<file path="config.mk">
export PLATFORM = sky130hd
export DESIGN_NAME = lcd_init_seq_flat
export DESIGN_NICKNAME = d
export VERILOG_FILES = /design/src/rtl/lcd_init_seq_if.sv /design/src/rtl/lcd_init_seq.sv /design/src/flat_wrapper.sv
export SDC_FILE = /design/constraint.sdc
export NUM_CORES = 1
export LEC_CHECK = 0
export CAP_MARGIN = 20
export CORE_MARGIN = 5
export CORE_UTILIZATION = 54
export CTS_CLUSTER_DIAMETER = 30
export DETAILED_ROUTE_END_ITERATION = 12
export HOLD_SLACK_MARGIN = 0.08
export PLACE_DENSITY = 0.81
export REMOVE_ABC_BUFFERS = 1
export SETUP_SLACK_MARGIN = 0.02
export SYNTH_ARGS = -nofsm -noshare
export SYNTH_HDL_FRONTEND = slang
export SYNTH_SLANG_ARGS = --single-unit
</file>
<file path="constraint.sdc">
create_clock -name clk_i -period 3.69 [get_ports clk_i]
set_input_delay 0.738 -clock clk_i [delete_from_list [all_inputs] [get_ports clk_i]]
set_output_delay 0.738 -clock clk_i [all_outputs]
set_load 0.03 [all_outputs]
</file>
<file path="src/rtl/lcd_init_seq_if.sv">
// Byte stream between a producer and the SPI byte engine:
// valid/ready handshake carrying one byte plus its D/C flag and end-of-transaction mark.
interface lcd_init_seq_if;
  logic       valid;
  logic       ready;
  logic [7:0] data;
  logic       dc;
  logic       last;

  modport master (output valid, data, dc, last, input ready);
  modport slave  (input valid, data, dc, last, output ready);
endinterface

</file>
<file path="src/rtl/lcd_init_seq.sv">
// LCD power-up sequencer: pulses the panel reset, streams a fixed command
// script into the SPI byte engine, then hands the engine to downstream logic.
module lcd_init_seq #(
  parameter int MS_DIV      = 36000,
  parameter int RST_LOW_MS  = 10,
  parameter int RST_WAIT_MS = 120,
  parameter int SLPOUT_MS   = 120,
  parameter int DISPON_MS   = 10
) (
  input  logic                  clk_i,
  input  logic                  rst_n_i,
  output logic                  lcd_rst_o,
  lcd_init_seq_if.master        tx_if,
  lcd_init_seq_if.slave         usr_if,
  output logic                  done_o,
  output logic                  led_o,
  output logic [3:0]            step_o
);

  // The ms counter only has to reach the longest delay; the cycle counter
  // covers one ms. Together they span max(ms) x MS_DIV cycles.
  localparam int MAX_A  = (RST_LOW_MS > RST_WAIT_MS) ? RST_LOW_MS : RST_WAIT_MS;
  localparam int MAX_B  = (SLPOUT_MS > DISPON_MS) ? SLPOUT_MS : DISPON_MS;
  localparam int MAX_MS = (MAX_A > MAX_B) ? MAX_A : MAX_B;
  localparam int MW     = (MAX_MS > 0) ? $clog2(MAX_MS + 1) : 1;
  localparam int CW     = (MS_DIV > 1) ? $clog2(MS_DIV) : 1;
  localparam logic [CW-1:0] CYC_LAST = CW'(MS_DIV - 1);

  typedef enum logic [2:0] {
    S_RST_LOW, S_RST_WAIT, S_FETCH, S_SEND, S_DELAY, S_DONE
  } state_t;

  typedef enum logic [1:0] {K_CMD, K_DATA, K_DELAY, K_END} kind_t;

  state_t          state_q;
  logic [3:0]      step_q;
  logic [CW-1:0]   cyc_q;
  logic [MW-1:0]   ms_q;
  logic            lcd_rst_q;
  logic            tx_valid_q;
  logic [7:0]      tx_byte_q;
  logic            tx_dc_q;
  logic            tx_last_q;
  logic            done_q;

  kind_t           rom_kind;
  logic [7:0]      rom_byte;
  logic            rom_last;
  logic [MW-1:0]   rom_ms;
  logic [MW-1:0]   tgt_ms;
  logic            timed;
  logic            tmr_done;

  // Script ROM indexed by the current step.
  always_comb begin
    rom_kind = K_END;
    rom_byte = 8'h00;
    rom_last = 1'b0;
    rom_ms   = '0;
    case (step_q)
      4'd0: begin rom_kind = K_CMD;   rom_byte = 8'h11; rom_last = 1'b1; end
      4'd1: begin rom_kind = K_DELAY; rom_ms   = MW'(SLPOUT_MS);         end
      4'd2: begin rom_kind = K_CMD;   rom_byte = 8'h3A;                  end
      4'd3: begin rom_kind = K_DATA;  rom_byte = 8'h05; rom_last = 1'b1; end
      4'd4: begin rom_kind = K_CMD;   rom_byte = 8'h36;                  end
      4'd5: begin rom_kind = K_DATA;  rom_byte = 8'h00; rom_last = 1'b1; end
      4'd6: begin rom_kind = K_CMD;   rom_byte = 8'h29; rom_last = 1'b1; end
      4'd7: begin rom_kind = K_DELAY; rom_ms   = MW'(DISPON_MS);         end
      default: ;
    endcase
  end

  // Length in ms of the wait belonging to the current state.
  always_comb begin
    tgt_ms = '0;
    timed  = 1'b1;
    case (state_q)
      S_RST_LOW:  tgt_ms = MW'(RST_LOW_MS);
      S_RST_WAIT: tgt_ms = MW'(RST_WAIT_MS);
      S_DELAY:    tgt_ms = rom_ms;
      default:    timed  = 1'b0;
    endcase
  end

  // Last cycle of the wait: N x MS_DIV cycles spent in the timed state.
  assign tmr_done = (tgt_ms == '0) ||
                    ((cyc_q == CYC_LAST) && (ms_q == tgt_ms - MW'(1)));

  // Sequencer: reset pulse, script walk, then permanent hand-off.
  always_ff @(posedge clk_i) begin
    if (!rst_n_i) begin
      state_q    <= S_RST_LOW;
      step_q     <= 4'd0;
      cyc_q      <= '0;
      ms_q       <= '0;
      lcd_rst_q  <= 1'b0;
      tx_valid_q <= 1'b0;
      tx_byte_q  <= 8'h00;
      tx_dc_q    <= 1'b0;
      tx_last_q  <= 1'b0;
      done_q     <= 1'b0;
    end else begin
      // Free-run the ms timer in timed states; hold it cleared elsewhere.
      if (!timed) begin
        cyc_q <= '0;
        ms_q  <= '0;
      end else if (cyc_q == CYC_LAST) begin
        cyc_q <= '0;
        ms_q  <= ms_q + MW'(1);
      end else begin
        cyc_q <= cyc_q + CW'(1);
      end

      case (state_q)
        S_RST_LOW: begin
          if (tmr_done) begin
            state_q   <= S_RST_WAIT;
            lcd_rst_q <= 1'b1;
            cyc_q     <= '0;
            ms_q      <= '0;
          end
        end
        S_RST_WAIT: begin
          if (tmr_done) begin
            state_q <= S_FETCH;
            step_q  <= 4'd0;
          end
        end
        S_FETCH: begin
          case (rom_kind)
            K_CMD, K_DATA: begin
              state_q    <= S_SEND;
              tx_valid_q <= 1'b1;
              tx_byte_q  <= rom_byte;
              tx_dc_q    <= (rom_kind == K_DATA);
              tx_last_q  <= rom_last;
            end
            K_DELAY: begin
              if (rom_ms == '0) begin
                step_q <= step_q + 4'd1;
              end else begin
                state_q <= S_DELAY;
                cyc_q   <= '0;
                ms_q    <= '0;
              end
            end
            default: begin
              state_q <= S_DONE;
              done_q  <= 1'b1;
            end
          endcase
        end
        S_SEND: begin
          // Byte fields stay frozen until the engine takes the byte.
          if (tx_if.ready) begin
            tx_valid_q <= 1'b0;
            step_q     <= step_q + 4'd1;
            state_q    <= S_FETCH;
          end
        end
        S_DELAY: begin
          if (tmr_done) begin
            step_q  <= step_q + 4'd1;
            state_q <= S_FETCH;
          end
        end
        default: ;
      endcase
    end
  end

  // After DONE the engine is driven straight from the downstream source.
  assign tx_if.valid  = done_q ? usr_if.valid : tx_valid_q;
  assign tx_if.data   = done_q ? usr_if.data  : tx_byte_q;
  assign tx_if.dc     = done_q ? usr_if.dc    : tx_dc_q;
  assign tx_if.last   = done_q ? usr_if.last  : tx_last_q;
  assign usr_if.ready = done_q & tx_if.ready;

  assign lcd_rst_o = lcd_rst_q;
  assign done_o    = done_q;
  assign led_o     = done_q;
  assign step_o    = step_q;

endmodule

</file>
<file path="src/flat_wrapper.sv">
// flat-port wrapper written by rule: the top's interface ports become plain ports
module lcd_init_seq_flat 
#(
  parameter int MS_DIV      = 36000,
  parameter int RST_LOW_MS  = 10,
  parameter int RST_WAIT_MS = 120,
  parameter int SLPOUT_MS   = 120,
  parameter int DISPON_MS   = 10
)
  (clk_i, rst_n_i, lcd_rst_o, done_o, led_o, step_o, tx_if_valid, tx_if_data, tx_if_dc, tx_if_last, tx_if_ready, usr_if_valid, usr_if_data, usr_if_dc, usr_if_last, usr_if_ready);
  lcd_init_seq_if tx_if_i ();
  lcd_init_seq_if usr_if_i ();
  input  logic clk_i;
  input  logic rst_n_i;
  output logic lcd_rst_o;
  output logic done_o;
  output logic led_o;
  output logic [3:0] step_o;
  output wire logic [$bits(tx_if_i.valid)-1:0] tx_if_valid;
  output wire logic [$bits(tx_if_i.data)-1:0] tx_if_data;
  output wire logic [$bits(tx_if_i.dc)-1:0] tx_if_dc;
  output wire logic [$bits(tx_if_i.last)-1:0] tx_if_last;
  input wire logic [$bits(tx_if_i.ready)-1:0] tx_if_ready;
  input wire logic [$bits(usr_if_i.valid)-1:0] usr_if_valid;
  input wire logic [$bits(usr_if_i.data)-1:0] usr_if_data;
  input wire logic [$bits(usr_if_i.dc)-1:0] usr_if_dc;
  input wire logic [$bits(usr_if_i.last)-1:0] usr_if_last;
  output wire logic [$bits(usr_if_i.ready)-1:0] usr_if_ready;
  assign tx_if_valid = tx_if_i.valid;
  assign tx_if_data = tx_if_i.data;
  assign tx_if_dc = tx_if_i.dc;
  assign tx_if_last = tx_if_i.last;
  assign tx_if_i.ready = tx_if_ready;
  assign usr_if_i.valid = usr_if_valid;
  assign usr_if_i.data = usr_if_data;
  assign usr_if_i.dc = usr_if_dc;
  assign usr_if_i.last = usr_if_last;
  assign usr_if_ready = usr_if_i.ready;
  lcd_init_seq #(.MS_DIV(MS_DIV), .RST_LOW_MS(RST_LOW_MS), .RST_WAIT_MS(RST_WAIT_MS), .SLPOUT_MS(SLPOUT_MS), .DISPON_MS(DISPON_MS)) u_core (.clk_i(clk_i), .rst_n_i(rst_n_i), .lcd_rst_o(lcd_rst_o), .tx_if(tx_if_i), .usr_if(usr_if_i), .done_o(done_o), .led_o(led_o), .step_o(step_o));
endmodule
</file>
# After elaboration in Yosys (flattened, before gate mapping)
# Index checks and enable logic that the tools add are counted.
# totals
reg_bits,43
latchBits,0
ram_bits,0
rom_bits,0
out_inout_bits,19
n_memories,0
# classes
add_sub_neg,4
multipliers,0
div,0
n_lt_le_gt_ge,0
n_eq_ne,24
n_shift,0
mux,37
bitwise_logic,2
n_reduce_logical,24
# ops
cell,count
two-way mux 16 bit,5
two-way mux 7 bit,5
one-hot mux 16 bit (2 select lines),1
one-hot mux 6 bit (5 select lines),1
one-hot mux 7 bit (2 select lines),2
one-hot mux 7 bit (3 select lines),1
two-way mux 4 bit,5
adder 16 x 1 -> 16 bit (second input constant),1
== test 16 bit (second input constant),1
== test 4 x 3 -> 1 bit (second input constant),4
one-hot mux 4 bit (4 select lines),1
zero test 7 bit,2
two-way mux 3 bit,4
!= test 2 x 1 -> 1 bit (second input constant),6
one-hot mux 3 bit (4 select lines),1
== test 4 x 2 -> 1 bit (second input constant),2
two-way mux 8 bit,1
nonzero test 4 bit,2
OR reduction 2 bit,4
OR reduction 4 bit,2
adder 7 x 1 -> 7 bit (second input constant),1
== test 7 bit,1
two-way mux 1 bit,7
subtractor 7 x 1 -> 7 bit (second input constant),1
other kinds (25),30

# Longest topological paths before layout
# Gate-level depths: netlist of run 1.
# depth
word_depth,9
depth_mapped,12
ltp_nobuf,12

# Worst setup path after synthesis of run 1
# OpenSTA, ideal clock, no wires.
# synth_timing
path_type,register -> register
from,register u_core.step_q[0] (netlist: u_core.step_o[0])
to,register u_core.step_q[0] (netlist: u_core.step_o[0])
setup_time_ps,121
arrival_ps,2981
required_ps,3569
setup_slack_ps,588
path_stages_with_launch,13
path_buffers,1
path_cell_list,dfxtp_1 > ha_1 > clkbuf_1 > nand2_1 > nand2_1 > nand2_1 > a21o_1 > ha_1 > xor2_1 > xnor2_1 > o41a_1 > a22o_1 > mux2_4
# synth_between
elab_chain_len,9
elab_cells_between_ends,32
cone_classes,add/sub (2); eq/ne (13); mux (8); reduce/logical (9)
# synth_lines
item,line_no,text
"start, declared",lcd_init_seq.sv:36,logic [3:0] step_q;
"start signal, assigned",lcd_init_seq.sv:140,step_q <= step_q + 4'd1;
"start signal, assigned",lcd_init_seq.sv:157,step_q <= step_q + 4'd1;
"start signal, assigned",lcd_init_seq.sv:163,step_q <= step_q + 4'd1;
== test 4 x 3 -> 1 bit / == test 4 x 1 -> 1 bit (equally long branches),lcd_init_seq.sv:60,case (step_q)
one-hot mux 7 bit (2 select lines),lcd_init_seq.sv:60,
one-hot mux 7 bit (3 select lines),lcd_init_seq.sv:77,case (state_q)
subtractor 7 x 1 -> 7 bit,lcd_init_seq.sv:87,((cyc_q == CYC_LAST) && (ms_q == tgt_ms - MW'(1)));
== test 7 bit,lcd_init_seq.sv:87,
logical AND 1 bit,lcd_init_seq.sv:87,
logical OR 1 bit,lcd_init_seq.sv:86,assign tmr_done = (tgt_ms == '0) ||
!= test 2 x 1 -> 1 bit (no source line),--,
AND reduction 6 bit (no source line),--,
# Several ways; a longest one is shown, not always the timed one. The select of a mux whose other input is x is not followed.
# A chain may end at the register's enable or synchronous reset.

# Worst setup path after layout of run 1
# Same ends and word-level chain as after synthesis.

==> impl_table.tex, run 1 <==
\begin{tabular}{lr}
\hline
Metric & Value \\
\hline
\multicolumn{2}{l}{\textbf{Status}} \\
Result of the run & finished clean \\
\multicolumn{2}{l}{\textbf{Synthesis}} \\
Cell variety after synth & 49 \\
Count of warnings emitted by yosys & 0 \\
Count of flip-flops with a built-in enable after synthesis & 0 \\
Primary flip-flop cell chosen by synthesis mapping & sky130\_fd\_sc\_hd\_\_dfxtp\_1 \\
Cell area after synthesis & 2320 sq um \\
Sequential cell area fraction in the yosys report & 35.4\% \\
Post-synthesis async set-or-reset flop share & 0\% \\
Post-Syn Area per Cell & 8.48 sq um \\
Count of state elements after synthesis & 41 \\
Cell count after synthesis & 273 \\
\multicolumn{2}{l}{\textbf{Detailed routing}} \\
Met3 WL post-DR & 247 microns \\
Via count & 1955 \\
Residual DRC count & 0 \\
Uppermost layer routed & met4 \\
Count of antenna-violating nets left after detailed routing & 0 \\
Length of routed met2 wiring & 2350 microns \\
Violation count after the first detailed-routing iteration & 129 \\
Via count normalized by instance count & 5.59 \\
Met1 routed wirelength after detailed routing & 2030 microns \\
WL per Instance & 13.4 microns \\
First-pass iteration count of the detailed router & 4 \\
Drt total wl & 4690 microns \\
\multicolumn{2}{l}{\textbf{Layout}} \\
Share of post-route cells with drive strength above 1 & 8.33\% \\
Ant. Diodes & 0 \\
Layout overhead on the synthesized area & 18.6\% \\
Number of filler instances in the final layout & 339 \\
Final std cell area, no fill & 2750 sq um \\
Final nets & 321 \\
\multicolumn{2}{l}{\textbf{Critical path}} \\
Max Fanout on Critical Path & 12 \\
Slowest-stage cell, CP & sky130\_fd\_sc\_hd\_\_o41a\_1 \\
Most common cell on crit path & sky130\_fd\_sc\_hd\_\_ha\_1 \\
Worst path max stage delay & 0.52 ns \\
Reg2reg end & u\_core.step\_o[0]\$\_SDFFE\_PN0P\_ \\
Type of the setup path with the least slack & flip-flop to flip-flop \\
Reg-to-Reg Start & u\_core.step\_o[0]\$\_SDFFE\_PN0P\_ \\
Endpoint class of the critical path & flip-flop \\
Required time of the critical path & 3.87 ns \\
Critical path startpoint category & flip-flop \\
Worst Path Arrival & 3.30 ns \\
Setup slack of the worst register-to-register path & 0.57 ns \\
Crit-path cells & ha\_1 -> nand3b\_1 -> a21boi\_1 -> inv\_1 -> ha\_1 -> xor2\_1 -> xnor2\_1 -> o41a\_1 -> a22o\_1 -> mux2\_4 \\
Number of cells traversed by the worst register-to-register path & 10 \\
\multicolumn{2}{l}{\textbf{GRT}} \\
First-pass GRT wire length & 8070 microns \\
Total gr overflow & 0 \\
Combined global-route utilization of all metal layers & 18.0\% \\
Initial antenna violation count & 0 \\
Maximum number of pins on one net before global-route repair & 23 \\
Via count of the first global-routing pass & 1835 \\
\multicolumn{2}{l}{\textbf{STA}} \\
Sum Neg Setup Slack & 0 ns \\
Minimum clock period after layout & 3.12 ns \\
Share of the clock period used by the worst path & 84.6\% \\
Worst Skew & 0.00268 ns \\
Unrepaired setup endpoints after global routing & false \\
Slew headroom & 54.0\% \\
Number of max-slew violations in the final report & 0 \\
Number of hold violations in the final report & 0 \\
Transition time at the pin with the least slew margin & 0.687 ns \\
Fmax & 320 MHz \\
Hold slack final & 0.451 ns \\
Setup violations, final & 0 \\
\multicolumn{2}{l}{\textbf{Floorplanning}} \\
Die extent in x & 75.5 microns \\
Die Height & 75.5 microns \\
Initial core utilization & 56.7\% \\
Std cell rows & 23 \\
Area of the die & 5700 sq um \\
Number of top-level pins & 33 \\
CORE AREA & 4090 sq um \\
\multicolumn{2}{l}{\textbf{Min path}} \\
Cell depth of the worst min-delay path & 1 \\
Launch point of the worst hold path & u\_core.cyc\_q[0]\$\_SDFF\_PN0\_ \\
Path type of the worst min-delay path & flip-flop to flip-flop \\
Worst Hold Path EP & u\_core.cyc\_q[0]\$\_SDFF\_PN0\_ \\
\multicolumn{2}{l}{\textbf{Placement}} \\
Placed cell areas & 2660 sq um \\
Port Buf Inserts & 32 \\
Total half-perimeter wirelength after legalization and detailed placement & 3480 microns \\
Placer congestion estimate & 0.824 \\
\multicolumn{2}{l}{\textbf{Power}} \\
Total Power Consumption & 0.000763 W \\
Reported leakage power & 1.06 nW \\
Highest ir drop seen on vdd & 0.215 mV \\
Power Dens Cells & 278 nW/um\^{}2 \\
\multicolumn{2}{l}{\textbf{Run}} \\
Maxcap violations & 0 \\
\multicolumn{2}{l}{\textbf{Clock network}} \\
Clock-pin slew of the registers on the worst-case setup and hold paths & 0.08 ns \\
Total clock buffers created by CTS & 5 \\
Number of hold buffers added after CTS & 0 \\
Root buffer cell & sky130\_fd\_sc\_hd\_\_clkbuf\_8 \\
Gates resized, CTS repair & 0 \\
H-tree levels & 2 \\
Clock sink count & 41 \\
Insertion delay of the later-clocked pin in the worst-skew pair & 0.29 ns \\
Number of buffers on the longest clock path & 2 \\
Clock tree from TritonCTS & yes \\
Post-CTS setup buffers & 0 \\
\hline
\end{tabular}
how the worst max path moves through the flow:
stage                                   from                             to  cells after the start
4_1_cts        u_core.step_o[0]$_SDFFE_PN0P_  u_core.step_o[0]$_SDFFE_PN0P_                     10
6_report       u_core.step_o[0]$_SDFFE_PN0P_  u_core.step_o[0]$_SDFFE_PN0P_                     10
5_1_grt        u_core.step_o[0]$_SDFFE_PN0P_      u_core.ms_q[4]$_SDFF_PN0_                     10
2_1_floorplan  u_core.step_o[0]$_SDFFE_PN0P_  u_core.step_o[0]$_SDFFE_PN0P_                     11
3_5_place_dp   u_core.step_o[0]$_SDFFE_PN0P_     u_core.cyc_q[2]$_SDFF_PN0_                     10
3_3_place_gp   u_core.step_o[0]$_SDFFE_PN0P_      u_core.ms_q[6]$_SDFF_PN0_                     11
cells in the final DEF (no fill, tap or decap), types with 2 or more instances in the layout:
| cell | instances |
|---|---|
| sky130_fd_sc_hd__and3_1 | 7 |
| sky130_fd_sc_hd__ha_1 | 8 |
| sky130_fd_sc_hd__a21oi_2 | 2 |
| sky130_fd_sc_hd__a21oi_1 | 10 |
| sky130_fd_sc_hd__nor3_1 | 4 |
| sky130_fd_sc_hd__o21a_1 | 4 |
| sky130_fd_sc_hd__clkbuf_8 | 5 |
| sky130_fd_sc_hd__mux2i_1 | 6 |
| sky130_fd_sc_hd__a21boi_0 | 3 |
| sky130_fd_sc_hd__nor2_1 | 36 |
| sky130_fd_sc_hd__nand4_1 | 6 |
| sky130_fd_sc_hd__nand2b_1 | 6 |
| sky130_fd_sc_hd__o21ai_0 | 5 |
| sky130_fd_sc_hd__nand2_1 | 23 |
| sky130_fd_sc_hd__nor2b_1 | 8 |
| sky130_fd_sc_hd__a31oi_1 | 2 |
| sky130_fd_sc_hd__clkinvlp_4 | 2 |
| sky130_fd_sc_hd__nor4bb_1 | 2 |
| sky130_fd_sc_hd__nand3b_1 | 4 |
| sky130_fd_sc_hd__xnor2_1 | 9 |
| sky130_fd_sc_hd__and2_1 | 3 |
| sky130_fd_sc_hd__a22o_1 | 5 |
| sky130_fd_sc_hd__a211oi_1 | 2 |
| sky130_fd_sc_hd__mux2_2 | 9 |
| sky130_fd_sc_hd__dfxtp_1 | 41 |
| sky130_fd_sc_hd__inv_1 | 8 |
| sky130_fd_sc_hd__nand3_1 | 6 |
| sky130_fd_sc_hd__xor2_1 | 14 |
| sky130_fd_sc_hd__nor4_1 | 2 |
| sky130_fd_sc_hd__and4_1 | 4 |
| sky130_fd_sc_hd__buf_4 | 2 |
| sky130_fd_sc_hd__clkdlybuf4s50_1 | 32 |
critical path: cells and delay by family (launching register included):
| family | cells | cell delay (ns) |
|---|---|---|
| buf+inv | 1 | 0.10 |
| mux | 1 | 0.27 |
| simple gates | 1 | 0.13 |
| fa+ha+maj | 2 | 0.64 |
| xor+xnor | 2 | 0.30 |
| compound gates | 3 | 1.07 |
| flops | 1 | 0.50 |
where the power goes:
group / internal, W / total (W) / switching, W
combinational: 0.0000191 / 0.0000323 / 0.0000133
sequential: 0.000445 / 0.000447 / 0.00000211
clock: 0.000133 / 0.000284 / 0.000151
total: 0.000597 / 0.000763 / 0.000166
cell families after synthesis:
kind of cell	Yosys count	synth area share, %
adder cells (fa/ha/maj)	8	4.32
AO/OA/AOI/OAI	44	13.7
XOR/XNOR	23	8.70
flip-flops	41	35.4
AND/OR/NAND/NOR	118	26.3
multiplexers	16	7.62
buffers and inverters	23	3.94
flip-flops by register name, indices dropped and copies added, names as in the netlist:
| name | flops |
|---|---|
| u_core.cyc_q | 16 |
| u_core.ms_q | 7 |
| u_core.tx_byte_q | 6 |
| u_core.step_o | 4 |
| u_core.state_q | 3 |
| u_core.done_o | 1 |
| u_core.lcd_rst_o | 1 |
| u_core.tx_dc_q | 1 |
| u_core.tx_last_q | 1 |
| u_core.tx_valid_q | 1 |
layer usage:
| layer | GRT usage, % | up-vias |
|---|---|---|
| met4 | 7.18 | 0 |
| met3 | 3.96 | 8 |
| li1 | - | 1000 |
| met2 | 30.8 | 43 |
| met5 | 0 | - |
| met1 | 21.9 | 904 |
metrics by stage:
stage | setup slack [ns] | instances | util, %
after global placement | 0.720 | 342 | 65.1
after global routing | 0.370 | 350 | 67.2
after detailed placement | 0.609 | 342 | 65.1
after floorplan | 0.686 | 258 | -
after CTS | 0.599 | 350 | 67.2
final | 0.567 | 350 | 67.2
cells in the mapped netlist, types with 4 or more instances:
cell type                  count  area (sq um)
sky130_fd_sc_hd__dfxtp_1      41           821
sky130_fd_sc_hd__nor2_1       36           135
sky130_fd_sc_hd__nand2_1      23          86.3
sky130_fd_sc_hd__xor2_1       14           123
sky130_fd_sc_hd__clkbuf_1     13          48.8
sky130_fd_sc_hd__a21oi_1      10          50.1
sky130_fd_sc_hd__mux2_2        9           101
sky130_fd_sc_hd__xnor2_1       9          78.8
sky130_fd_sc_hd__ha_1          8           100
sky130_fd_sc_hd__inv_1         8          30.0
sky130_fd_sc_hd__nor2b_1       8          50.1
sky130_fd_sc_hd__and3_1        7          43.8
sky130_fd_sc_hd__mux2i_1       6          60.1
sky130_fd_sc_hd__nand2b_1      6          37.5
sky130_fd_sc_hd__nand3_1       6          30.0
sky130_fd_sc_hd__nand4_1       6          37.5
sky130_fd_sc_hd__a22o_1        5          43.8
sky130_fd_sc_hd__o21ai_0       5          25.0
sky130_fd_sc_hd__and4_1        4          35.0
sky130_fd_sc_hd__nand3b_1      4          30.0
sky130_fd_sc_hd__nor3_1        4          20.0
sky130_fd_sc_hd__o21a_1        4          30.0
cell type report:
type / instances / area (sq um) / area share, %
multi-input combinational: 209 / 1410 / 51.3
inverter: 8 / 30.0 / 1.09
tap: 50 / 62.6 / 2.28
sequential: 41 / 821 / 29.9
clock inverter: 2 / 15.0 / 0.547
clock buffer: 6 / 72.6 / 2.64
timing repair buffer: 34 / 335 / 12.2
(Power assumes the default switching activity.)
==> run 2: changes to the inputs <==
CORE_UTILIZATION = 49   (was 54)
PLACE_DENSITY = 0.78   (was 0.81)
clock period = 2.6 ns   (was 3.69 ns; I/O delays follow)
==> run 2 against run 1 <==
  * Setup slack worse by 0.53 ns
  * Via count grew 6.8%
  * Clock power is 85% higher
  * Non-clock buffer count increased by 20
  * Global-route usage is 0.70 points lower
  * Total power up 58%
  * Final cell count increased by 6.9%
  * Critical path depth rose by 2
  * Count of clock-buffer cells in the layout fell by 1
  * Maximum frequency rose by 22%
  * Sequential share of layout area decreased by 2.3 points
  * Sequential cell count unchanged
==> impl_table.tex, run 2 (synthesis gave the netlist of run 1 again) <==
\begin{tabular}{lr}
\hline
Metric & Value \\
\hline
\multicolumn{2}{l}{\textbf{Floorplanning}} \\
Initial core utilization & 49.7\% (-7.0 points) \\
Number of top-level pins & 33 (unchanged) \\
Area of the die & 6200 sq um (+8.8\%) \\
Die extent in x & 78.8 microns (+4.3\%) \\
Std cell rows & 25 (+8.7\%) \\
Die Height & 78.8 microns (+4.3\%) \\
CORE AREA & 4660 sq um (+14\%) \\
\multicolumn{2}{l}{\textbf{Layout}} \\
Share of post-route cells with drive strength above 1 & 18.1\% (+9.8 points) \\
Ant. Diodes & 0 (unchanged) \\
Largest register FFs & 16 (unchanged) \\
Top library cells by usage in the layout, fill and taps aside & sky130\_fd\_sc\_hd\_\_dfxtp\_1 (39), sky130\_fd\_sc\_hd\_\_nor2\_1 (35), sky130\_fd\_sc\_hd\_\_clkdlybuf4s50\_1 (32) \\
Layout overhead on the synthesized area & 29.5\% \\
Most common cell after layout, fill and taps aside & sky130\_fd\_sc\_hd\_\_dfxtp\_1 \\
Final nets & 341 (+6.2\%) \\
Top Registers & u\_core.cyc\_q x16, u\_core.ms\_q x7, u\_core.tx\_byte\_q x6 \\
Largest Register & u\_core.cyc\_q \\
Final core utilization & 64.3\% (-2.9 points) \\
Number of filler instances in the final layout & 397 (+17\%) \\
\multicolumn{2}{l}{\textbf{GRT}} \\
Combined global-route utilization of all metal layers & 17.3\% (-0.70 points) \\
Via count of the first global-routing pass & 1932 (+5.3\%) \\
First-pass GRT wire length & 8840 microns (+9.5\%) \\
Total gr overflow & 0 (unchanged) \\
Maximum number of pins on one net before global-route repair & 16 (-30\%) \\
Initial antenna violation count & 0 (unchanged) \\
\multicolumn{2}{l}{\textbf{STA}} \\
Share of the clock period used by the worst path & 98.6\% (+14 points) \\
Post-route worst setup slack & 0.0353 ns (-0.532 ns) \\
Transition time at the pin with the least slew margin & 0.545 ns (-0.143 ns) \\
Unrepaired setup endpoints after global routing & true \\
Setup violations, final & 0 (unchanged) \\
Fmax & 390 MHz (+22\%) \\
Number of max-slew violations in the final report & 0 (unchanged) \\
Worst Skew & 0.00775 ns (+0.00508 ns) \\
Slew headroom & 63.4\% (+9.3 points) \\
Number of hold violations in the final report & 0 (unchanged) \\
Minimum clock period after layout & 2.56 ns (-0.558 ns) \\
\multicolumn{2}{l}{\textbf{Power}} \\
Flop pwr share & 52.4\% (-6.2 points) \\
Reported leakage power & 1.19 nW (+12\%) \\
Comb power frac & 4.2\% (about the same) \\
Internal portion of total power & 0.000947 W (+59\%) \\
Power share of the clock group & 43.5\% (+6.3 points) \\
Power Dens Cells & 403 nW/um\^{}2 (+45\%) \\
Switching Share & 21.7\% (-0.11 points) \\
Total Power Consumption & 0.00121 W (+58\%) \\
Highest ir drop seen on vdd & 0.428 mV (+99\%) \\
Power spent charging and discharging nets & 0.000262 W (+58\%) \\
\multicolumn{2}{l}{\textbf{Placement}} \\
Placement-stage worst setup slack & 0.000280 ns (-0.609 ns) \\
Total half-perimeter wirelength after legalization and detailed placement & 3740 microns (+7.4\%) \\
Port Buf Inserts & 32 (unchanged) \\
Placer congestion estimate & 0.938 (+14\%) \\
\multicolumn{2}{l}{\textbf{Clock network}} \\
Number of buffers on the longest clock path & 2 (unchanged) \\
Clock sink count & 41 (unchanged) \\
Total clock buffers created by CTS & 5 (unchanged) \\
Insertion delay of the later-clocked pin in the worst-skew pair & 0.29 ns (about the same) \\
Root buffer cell & sky130\_fd\_sc\_hd\_\_clkbuf\_8 \\
Clock tree from TritonCTS & yes \\
Clock-pin slew of the registers on the worst-case setup and hold paths & 0.09 ns (about the same) \\
H-tree levels & 2 (unchanged) \\
Number of hold buffers added after CTS & 0 (unchanged) \\
\multicolumn{2}{l}{\textbf{Detailed routing}} \\
Violation count after the first detailed-routing iteration & 85 (-34\%) \\
Via count normalized by instance count & 5.58 (about the same) \\
Drt total wl & 5260 microns (+12\%) \\
Count of antenna-violating nets left after detailed routing & 0 (unchanged) \\
WL per Instance & 14.1 microns (+5.0\%) \\
Residual DRC count & 0 (unchanged) \\
First-pass iteration count of the detailed router & 4 (unchanged) \\
Via count & 2088 (+6.8\%) \\
\multicolumn{2}{l}{\textbf{Critical path}} \\
Critical path startpoint category & flip-flop \\
Type of the setup path with the least slack & flip-flop to flip-flop \\
Worst Path Arrival & 2.75 ns (-0.55 ns) \\
Required time of the critical path & 2.78 ns (-1.09 ns) \\
Endpoint class of the critical path & flip-flop \\
Max Fanout on Critical Path & 4 (-8) \\
\multicolumn{2}{l}{\textbf{Run}} \\
Maxcap violations & 0 (unchanged) \\
\multicolumn{2}{l}{\textbf{Min path}} \\
Path type of the worst min-delay path & flip-flop to flip-flop \\
\multicolumn{2}{l}{\textbf{Status}} \\
Result of the run & finished clean \\
\hline
\end{tabular}
run 2: changes by cell type in the layout (fill, tap and decap cells not counted), moves of 2 or more:
cell                      change
sky130_fd_sc_hd__dfxtp_1      -2
sky130_fd_sc_hd__nand2_1      -3
sky130_fd_sc_hd__buf_4       +19
sky130_fd_sc_hd__nand2_2      +3
sky130_fd_sc_hd__ha_4         +2
sky130_fd_sc_hd__ha_1         -3
sky130_fd_sc_hd__dfxtp_4      +2
run 2: layer usage:
layer	vias to the layer above	GRT usage, %	part of all wire (%)
li1	1042	-	-
met1	979	21.1	44
met2	58	30.0	48
met3	9	4.08	6.2
met4	0	5.42	1.5
met5	-	0	0
run 2: final cells by class:
| type | instances | area, sq um | area share (%) |
|---|---|---|---|
| clock buffers | 5 | 68.8 | 2.29 |
| clock inverters | 3 | 46.3 | 1.54 |
| inverters | 8 | 32.5 | 1.08 |
| multi-input cells | 209 | 1470 | 48.9 |
| flip-flops and latches | 41 | 828 | 27.6 |
| well taps | 54 | 67.6 | 2.25 |
| repair buffers | 54 | 489 | 16.3 |
run 2: power by group through the flow:
stage	Sequential (W)	Combinational [W]	Clock, W
after detailed placement	0.000650	0.0000502	0
final	0.000633	0.0000502	0.000525
after CTS	0.000635	0.0000506	0.000533
after floorplan	0.000649	0.0000170	0
after global placement	0.000649	0.0000483	0
after global routing	0.000634	0.0000550	0.000561
run 2: critical path: stages (launching register included):
cell,delay [ns]
sky130_fd_sc_hd__dfxtp_4,0.37
sky130_fd_sc_hd__inv_4,0.06
sky130_fd_sc_hd__ha_4,0.14
sky130_fd_sc_hd__nand2b_4,0.06
sky130_fd_sc_hd__nand2_2,0.08
sky130_fd_sc_hd__nand2_2,0.05
sky130_fd_sc_hd__a21o_1,0.17
sky130_fd_sc_hd__ha_2,0.18
sky130_fd_sc_hd__xor2_1,0.15
sky130_fd_sc_hd__xnor2_1,0.17
sky130_fd_sc_hd__o41a_1,0.50
sky130_fd_sc_hd__a22o_1,0.27
sky130_fd_sc_hd__mux2_4,0.25
run 2: per-stage QoR:
stage	cell area (sq um)	instances	TNS (ns)	hold WS (ns)
floorplan	2250	258	-8.55	0.418
global placement	2810	365	0	0.430
detailed placement	2810	365	0	0.451
CTS	2930	374	0	0.471
global route	3000	374	-0.0696	0.511
finish	3000	374	0	0.469
run 2: what timing repair did:
| item | 4_1_cts | 5_1_grt |
|---|---|---|
| setup buffers | 1 | 0 |
| endpoints found under the setup margin | 13 | 16 |
| pin swaps | 3 | 7 |
| resized for setup | 1 | 18 |
| gates cloned | 0 | 0 |
run 2: final timing paths:
kind / start / to / slack [ns] / cells past startpoint
setup / recovery: u_core.step_o[1]$_SDFFE_PN0P_ / u_core.step_o[0]$_SDFFE_PN0P_ / 0.04 / 12
hold / removal: u_core.cyc_q[0]$_SDFF_PN0_ / u_core.cyc_q[0]$_SDFF_PN0_ / 0.47 / 1
setup reg to reg: u_core.step_o[1]$_SDFFE_PN0P_ / u_core.step_o[0]$_SDFFE_PN0P_ / 0.04 / 12
hold reg to reg: u_core.cyc_q[0]$_SDFF_PN0_ / u_core.cyc_q[0]$_SDFF_PN0_ / 0.47 / 1
